===== src/rtl/uart_tx_arbiter.sv =====
// Round-robin arbiter that shares one UART TX core among N_REQ byte producers.
// It sequences grant, start pulse and busy/done tracking, then enforces an idle gap with a busy-ack watchdog.
module uart_tx_arbiter #(
  parameter int N_REQ        = 4,
  parameter int ID_W         = 2,
  parameter int GAP_CLKS     = 521,
  parameter int BUSY_TIMEOUT = 16
) (
  input  logic                 tx_clk,
  input  logic                 tx_rst_n,
  input  logic [N_REQ-1:0]     req,
  input  logic [8*N_REQ-1:0]   req_data,
  output logic [N_REQ-1:0]     gnt,
  output logic                 tx_start,
  output logic [7:0]           tx_data,
  input  logic                 tx_busy,
  input  logic                 tx_done,
  output logic [ID_W-1:0]      cur_id,
  output logic                 arb_busy,
  output logic                 err_timeout
);

  localparam int CNT_MAX = (GAP_CLKS > BUSY_TIMEOUT) ? GAP_CLKS : BUSY_TIMEOUT;
  localparam int CNT_W   = (CNT_MAX < 2) ? 1 : $clog2(CNT_MAX + 1);
  localparam logic [CNT_W-1:0] CNT_SAT  = CNT_W'(CNT_MAX);
  localparam logic [CNT_W-1:0] GAP_END  = CNT_W'(GAP_CLKS);
  localparam logic [CNT_W-1:0] BUSY_END = CNT_W'(BUSY_TIMEOUT);

  typedef enum logic [1:0] {IDLE, WAIT_BUSY, WAIT_DONE, GAP} state_t;

  // A zero-length gap skips the GAP state entirely.
  localparam state_t AFTER_FRAME = (GAP_CLKS == 0) ? IDLE : GAP;

  state_t            state, state_n;
  logic [ID_W-1:0]   ptr, ptr_n, sel;
  logic              found;
  logic [CNT_W-1:0]  cnt, cnt_n, cnt_inc;
  logic [N_REQ-1:0]  gnt_n;
  logic              start_n, err_n, load;

  function automatic logic [ID_W-1:0] wrap_add(input logic [ID_W-1:0] base, input int offs);
    int s;
    s = int'(base) + offs;
    if (s >= N_REQ) s = s - N_REQ;
    return ID_W'(s);
  endfunction

  // Scan from the far end so the offset closest to ptr is the one that sticks.
  always_comb begin
    sel   = '0;
    found = 1'b0;
    for (int i = N_REQ - 1; i >= 0; i--) begin
      if (req[wrap_add(ptr, i)]) begin
        sel   = wrap_add(ptr, i);
        found = 1'b1;
      end
    end
  end

  assign cnt_inc = (cnt == CNT_SAT) ? cnt : cnt + 1'b1;

  // NOTE: every variable gets a default before the case so no path can infer a latch.
  always_comb begin
    state_n = state;
    cnt_n   = cnt_inc;
    ptr_n   = ptr;
    gnt_n   = '0;
    start_n = 1'b0;
    err_n   = 1'b0;
    load    = 1'b0;
    case (state)
      IDLE: begin
        cnt_n = '0;
        if (found) begin
          gnt_n[sel] = 1'b1;
          start_n    = 1'b1;
          load       = 1'b1;
          ptr_n      = wrap_add(sel, 1);
          state_n    = WAIT_BUSY;
        end
      end
      WAIT_BUSY: begin
        if (tx_done) begin
          state_n = AFTER_FRAME;
          cnt_n   = '0;
        end else if (tx_busy) begin
          state_n = WAIT_DONE;
          cnt_n   = '0;
        end else if (cnt_inc >= BUSY_END) begin
          err_n   = 1'b1;
          state_n = AFTER_FRAME;
          cnt_n   = '0;
        end
      end
      WAIT_DONE: begin
        // A busy drop without a done pulse still ends the frame.
        if (tx_done || !tx_busy) begin
          state_n = AFTER_FRAME;
          cnt_n   = '0;
        end
      end
      GAP: begin
        if (cnt_inc >= GAP_END) begin
          state_n = IDLE;
          cnt_n   = '0;
        end
      end
      default: state_n = IDLE;
    endcase
  end

  // NOTE: sequential state uses non-blocking assignments so every register samples pre-edge values.
  always_ff @(posedge tx_clk) begin
    if (!tx_rst_n) begin
      state       <= IDLE;
      cnt         <= '0;
      ptr         <= '0;
      gnt         <= '0;
      tx_start    <= 1'b0;
      tx_data     <= '0;
      cur_id      <= '0;
      arb_busy    <= 1'b0;
      err_timeout <= 1'b0;
    end else begin
      state       <= state_n;
      cnt         <= cnt_n;
      ptr         <= ptr_n;
      gnt         <= gnt_n;
      tx_start    <= start_n;
      err_timeout <= err_n;
      arb_busy    <= (state_n != IDLE);
      if (load) begin
        tx_data <= req_data[8*sel +: 8];
        cur_id  <= sel;
      end
    end
  end

endmodule


===== config.mk =====
export PLATFORM = sky130hd
export DESIGN_NAME = uart_tx_arbiter
export DESIGN_NICKNAME = d
export VERILOG_FILES = /design/src/rtl/uart_tx_arbiter.sv
export SDC_FILE = /design/constraint.sdc
export NUM_CORES = 1
export LEC_CHECK = 0
export ABC_AREA = 0
export BUFFER_PORTS_ARGS = -buffer_cell sky130_fd_sc_hd__buf_2
export CORE_ASPECT_RATIO = 0.7
export CORE_MARGIN = 5
export CORE_UTILIZATION = 35
export DETAILED_ROUTE_END_ITERATION = 10
export PLACE_DENSITY = 0.68
export SYNTH_ARGS = -nofsm -noshare
export SYNTH_HDL_FRONTEND = slang
export SYNTH_SLANG_ARGS = --single-unit

===== constraint.sdc =====
create_clock -name tx_clk -period 3.2 [get_ports tx_clk]
set_input_delay 0.64 -clock tx_clk [delete_from_list [all_inputs] [get_ports tx_clk]]
set_output_delay 0.64 -clock tx_clk [all_outputs]
set_load 0.01 [all_outputs]

Yosys cells after proc, flatten, opt, wreduce, memory -nomap -nowiden
Index checks and enable logic that the tools add are counted.
{"block": "word_totals", "regBits": 31, "elab_cells": 87}
{"block": "classes", "add_sub_neg": 10, "order_cmp": 13, "eq_ne": 4, "shifts": 1, "mux": 40, "n_bitwise": 2, "reduce_logical": 8}
{"cell": "10-bit two-way mux", "n": 6}
{"cell": "10-bit case mux with 4 select lines", "n": 1}
{"cell": "32-bit by 6-bit variable part select with 8-bit output", "n": 1}
{"cell": "2-bit two-way mux", "n": 15}
{"cell": "2-bit by 3-bit less-than comparator with 1-bit output, second input constant", "n": 5}
{"cell": "3-bit greater-or-equal comparator, second input constant", "n": 4}
{"cell": "1-bit two-way mux", "n": 12}
{"cell": "10-bit by 1-bit adder with 10-bit output, second input constant", "n": 1}
{"cell": "10-bit == test, second input constant", "n": 1}
{"cell": "10-bit greater-or-equal comparator, second input constant", "n": 1}
{"cell": "10-bit by 5-bit greater-or-equal comparator with 1-bit output, second input constant", "n": 1}
{"cell": "2-bit by 1-bit subtractor with 2-bit output, second input constant", "n": 5}
{"cell": "1-bit binary-select mux with 2-bit select", "n": 4}
{"cell": "2-bit case mux with 4 select lines", "n": 1}
{"cell": "2-bit by 1-bit adder with 3-bit output, second input constant", "n": 2}
{"cell": "2-bit by 2-bit adder with 3-bit output, second input constant", "n": 2}
{"cell": "2-bit == test, second input constant", "n": 2}
{"cell": "4-bit OR reduction", "n": 1}
{"cell": "2-bit by 3-bit greater-or-equal comparator with 1-bit output, second input constant", "n": 1}
{"cell": "3-bit AND reduction", "n": 1}
{"cell": "1-bit demux with 2-bit select", "n": 1}
{"cell": "2-bit by 1-bit == test with 1-bit output, second input constant", "n": 1}
{"cell": "2-bit by 1-bit greater-or-equal comparator with 1-bit output, second input constant", "n": 1}
{"cell": "2-bit logical NOT", "n": 1}
{"cell": "6 further kinds", "n": 7}

Depth between registers and ports, before layout
{"block": "depth", "depth_word": 13, "mapped_depth": 9, "depth_no_buf": 8}

Worst setup path after synthesis
Ideal clock, no wire load.
{"block": "synth_timing", "path_kind": "register -> register", "startpoint": "register cnt[0]", "endpoint": "register cnt[1]", "setup_ns": 0.086, "arrival_time_ns": 2.006, "t_required_ns": 3.114, "path_slack_ns": 1.107, "path_stages_with_launch": 8, "path_cell_list": "dfxtp_1 ha_1 nand4_1 a211oi_2 a22oi_1 o41ai_2 a41oi_4 a221oi_2"}
{"block": "synth_via", "elab_chain_len": 7, "word_cells_on_any_way": 11}
{"element": "start, declared", "line_no": "37", "source": "logic [CNT_W-1:0] cnt, cnt_n, cnt_inc;"}
{"element": "start signal, assigned", "line_no": "126", "source": "cnt <= cnt_n;"}
{"element": "10-bit by 1-bit adder with 10-bit output / 10-bit == test (equally long branches)", "line_no": "60", "source": "assign cnt_inc = (cnt == CNT_SAT) ? cnt : cnt + 1'b1;"}
{"element": "10-bit two-way mux (*)", "line_no": "60"}
{"element": "10-bit by 5-bit greater-or-equal comparator with 1-bit output", "line_no": "89", "source": "end else if (cnt_inc >= BUSY_END) begin"}
{"element": "10-bit two-way mux", "line_no": "89"}
{"element": "10-bit two-way mux", "line_no": "86", "source": "end else if (tx_busy) begin"}
{"element": "10-bit two-way mux", "line_no": "83", "source": "if (tx_done) begin"}
{"element": "10-bit case mux with 4 select lines (*)", "line_no": "71", "source": "case (state)"}
Mark *: on every way between the ends. The rest lies on a longest branch, timed or not.
A chain may end at the register's enable or synchronous reset.

Worst setup path after layout
{"block": "layout_timing", "startpoint": "register cnt[2]", "endpoint": "register cnt[1]"}
Same word-level chain as after synthesis.

==> flow_metrics.env <==
export IMPL_fin_crit_ps=2510
export IMPL_drt_iter0_drc=76
export IMPL_wl_per_cell_microns=13.6
export IMPL_syn_area_sq_um=1680
export IMPL_grt_overflow=0
export IMPL_ys_seq_elements=31
export IMPL_slew_headroom_pct=49.0
export IMPL_cp_required_ps=3380
export IMPL_clockBufferDepth=2
export IMPL_r2r_start="cnt[2]"
export IMPL_fin_hold_ws_ps=465
export IMPL_multiInputGateArea_sq_um=993
export IMPL_cts_sinks=31
export IMPL_reg2reg_depth=6
export IMPL_ant_nets=0
export IMPL_post_cts_buffers=0
export IMPL_power_mw=1.09
export IMPL_ctsResizeCount=0
export IMPL_dp_hpwl_microns=3200
export IMPL_r2r_end="cnt[1]"
export IMPL_io_pins=57
export IMPL_slew_viol_final=0
export IMPL_ys_flop_type="dfxtp_1"
export IMPL_setup_tns_ps=0
export IMPL_rsz0062_at_grt="no"
export IMPL_min_path_cells=2
export IMPL_outcome="completed"
export IMPL_io_buffers=56
export IMPL_rows=21
export IMPL_antenna_found_initial=0
export IMPL_drcViolationCount=0
export IMPL_min_to="tx_data[6]"
export IMPL_worstPathArrival_ps=2690
export IMPL_grt_pass1_vias=1398
export IMPL_nFillCells=445
export IMPL_area_growth_syn_to_layout_pct=24.7
export IMPL_p_sw_mw=0.343
export IMPL_start_util_pct=35.7
export IMPL_first_pass_iters=4
export IMPL_p_per_area_nw_per_um2=520
export IMPL_postSynth_asyncResetShare_pct=0
export IMPL_synth_cell_types=46
export IMPL_p_seq_share_pct=44.2
export IMPL_finalNetCount=284
export IMPL_clock_skew_final_ps=9.35
export IMPL_crit_path_start_kind="flop"
export IMPL_leakage_nw=0.998
export IMPL_design_area_sq_um=2100
export IMPL_num_vias=1524
export IMPL_vias_per_cell=5.15
export IMPL_worst_slew_pin_slew_ps=760
export IMPL_drv_cap=0
export IMPL_pre_cts_ws_ps=749
export IMPL_irDropWorstVdd_v=0.000177
export IMPL_hold_viol=0
export IMPL_core_region_area_sq_um=4700
export IMPL_cp_max_fo=9
export IMPL_clockRootBuffer="clkbuf_8"
export IMPL_end_kind="flop"
export IMPL_synth_nets=227
export IMPL_place_congestion=0.914
export IMPL_diodes=0
export IMPL_synth_area_leaders="dfxtp_1, mux2i_1, ha_1, a2bb2oi_1, o21ai_0"
export IMPL_p_clk_share_pct=26.2
export IMPL_setup_ws_ps=692
export IMPL_fin_util_pct=44.6
export IMPL_seq_area_frac_synth_pct=36.9
export IMPL_clk_pin_slew_ps=70
export IMPL_hold_buffers=0
export IMPL_synth_area_per_cell_sq_um=9.28
export IMPL_instances_no_fill=296
export IMPL_timing_reg2reg_setup_slack_ps=690
export IMPL_cts_tree="built"
export IMPL_min_from="tx_data[6]"
export IMPL_wl_microns=4040
export IMPL_grt_max_degree=19
export IMPL_final_period_utilization_pct=78.4
export IMPL_placed_cells=288
export IMPL_synth_edff_count=0
export IMPL_grt_total_usage_pct=12.7
export IMPL_synthDominantCellAreaShare_pct=36.9
export IMPL_p_sw_share_pct=31.5
export IMPL_fmax_mhz=399
export IMPL_crit_type="reg2reg"
export IMPL_min_path_type="reg2reg"
export IMPL_regArea_sq_um=621
export IMPL_setup_viol=0
export IMPL_postPlaceCellArea_sq_um=2010
export IMPL_grt_pass1_wl_microns=6350
export IMPL_die_width_microns=92.8
export IMPL_clkLatencyLatePin_ps=280
export IMPL_synth_area_leader_cell="dfxtp_1"
export IMPL_h_tree_depth=2
export IMPL_dieArea_sq_um=6310
export IMPL_combPwrFrac_pct=29.5
export IMPL_p_int_mw=0.746
export IMPL_syn_inst=181
export IMPL_synth_warnings=0
export IMPL_cts_buffers=5
export IMPL_drive_gt1_share_pct=31.0
export IMPL_dieHeight_microns=68.0
==> routing by layer <==
metal  up-vias  share of wire (%)  global-route usage (%)
met5         -                  0                       0
met4         0                1.7                    5.48
met3         7                5.3                    3.08
met2        39                 42                    19.0
met1       696                 51                    17.4
li1        782                  -                       -
==> flip-flops by register name (all words and copies together) (netlist names) <==
register and cells:
cnt 10, gnt 4, arb_busy 1, ptr 2, tx_data 8, state 2, cur_id 2, tx_start 1
err_timeout 1
==> final cells by class <==
class,count,share of cell area (%)
sequential,31,29.6
inverter,9,1.61
clock inverter,1,0.239
timing repair buffer,58,14.1
multi-input combinational,133,47.4
tap,57,3.40
clock buffer,7,3.64
==> cell usage after synthesis (4+ instances only) <==
cell type,n
nor2_1,7
and3_1,5
o21ai_0,12
mux2i_1,18
buf_2,4
nand2_1,9
ha_1,6
inv_1,9
a21oi_1,11
a2bb2oi_1,8
nand3_1,4
dfxtp_1,31
nor2b_1,6
==> power groups by stage <==
stage                     Combinational (mW)  Sequential, mW  Clock [mW]
after global placement                 0.319           0.488           0
after detailed placement               0.322           0.491           0
final                                  0.321           0.482       0.286
after floorplan                        0.205           0.495           0
after global routing                   0.356           0.489       0.317
after CTS                              0.323           0.482       0.297
==> how the worst max path moves through the flow <==
| stage | start | endpoint | slack [ps] | cells after the start |
|---|---|---|---|---|
| global route | cnt[2] | cnt[1] | 360 | 6 |
| floorplan | cnt[0] | cnt[1] | 1110 | 7 |
| finish | cnt[2] | cnt[1] | 690 | 6 |
| detailed placement | cnt[2] | cnt[1] | 750 | 6 |
| global placement | cnt[2] | cnt[1] | 730 | 6 |
| CTS | cnt[2] | cnt[1] | 710 | 6 |
==> cells in the final DEF (no fill, tap or decap), types with 2 or more instances in the layout <==
cell type / count
nor2b_1: 6
mux2i_1: 18
buf_4: 2
o21ai_0: 12
nand2_1: 9
nor2_1: 7
ha_1: 6
inv_1: 9
a21boi_0: 2
nand2b_1: 3
nor3_1: 3
nand3_1: 4
and3_1: 5
nor4_1: 3
xnor2_1: 3
buf_2: 56
o22ai_1: 2
dfxtp_1: 31
nand4_1: 3
a22oi_1: 2
a21oi_1: 11
clkbuf_8: 5
clkbuf_1: 2
a2bb2oi_1: 8
xor2_1: 3
==> cells by family (layout without fill, tap and decap cells) <==
logic type,Yosys count,count (layout),share of synthesized area (%)
compound gates,51,51,22.9
xor+xnor,6,6,3.13
simple gates,51,51,16.9
fa+ha+maj,6,6,4.47
flops,31,31,36.9
buf+inv,17,75,4.32
mux,19,19,11.4
==> worst max-delay path, cell delays in order, from the launching register on <==
cell	delay [ps]
dfxtp_1	480
nand3_1	210
nor4_1	350
xor2_1	200
nor4_1	510
nand2_1	330
a221oi_2	330
Note: power is estimated with default switching activity, not from simulation.
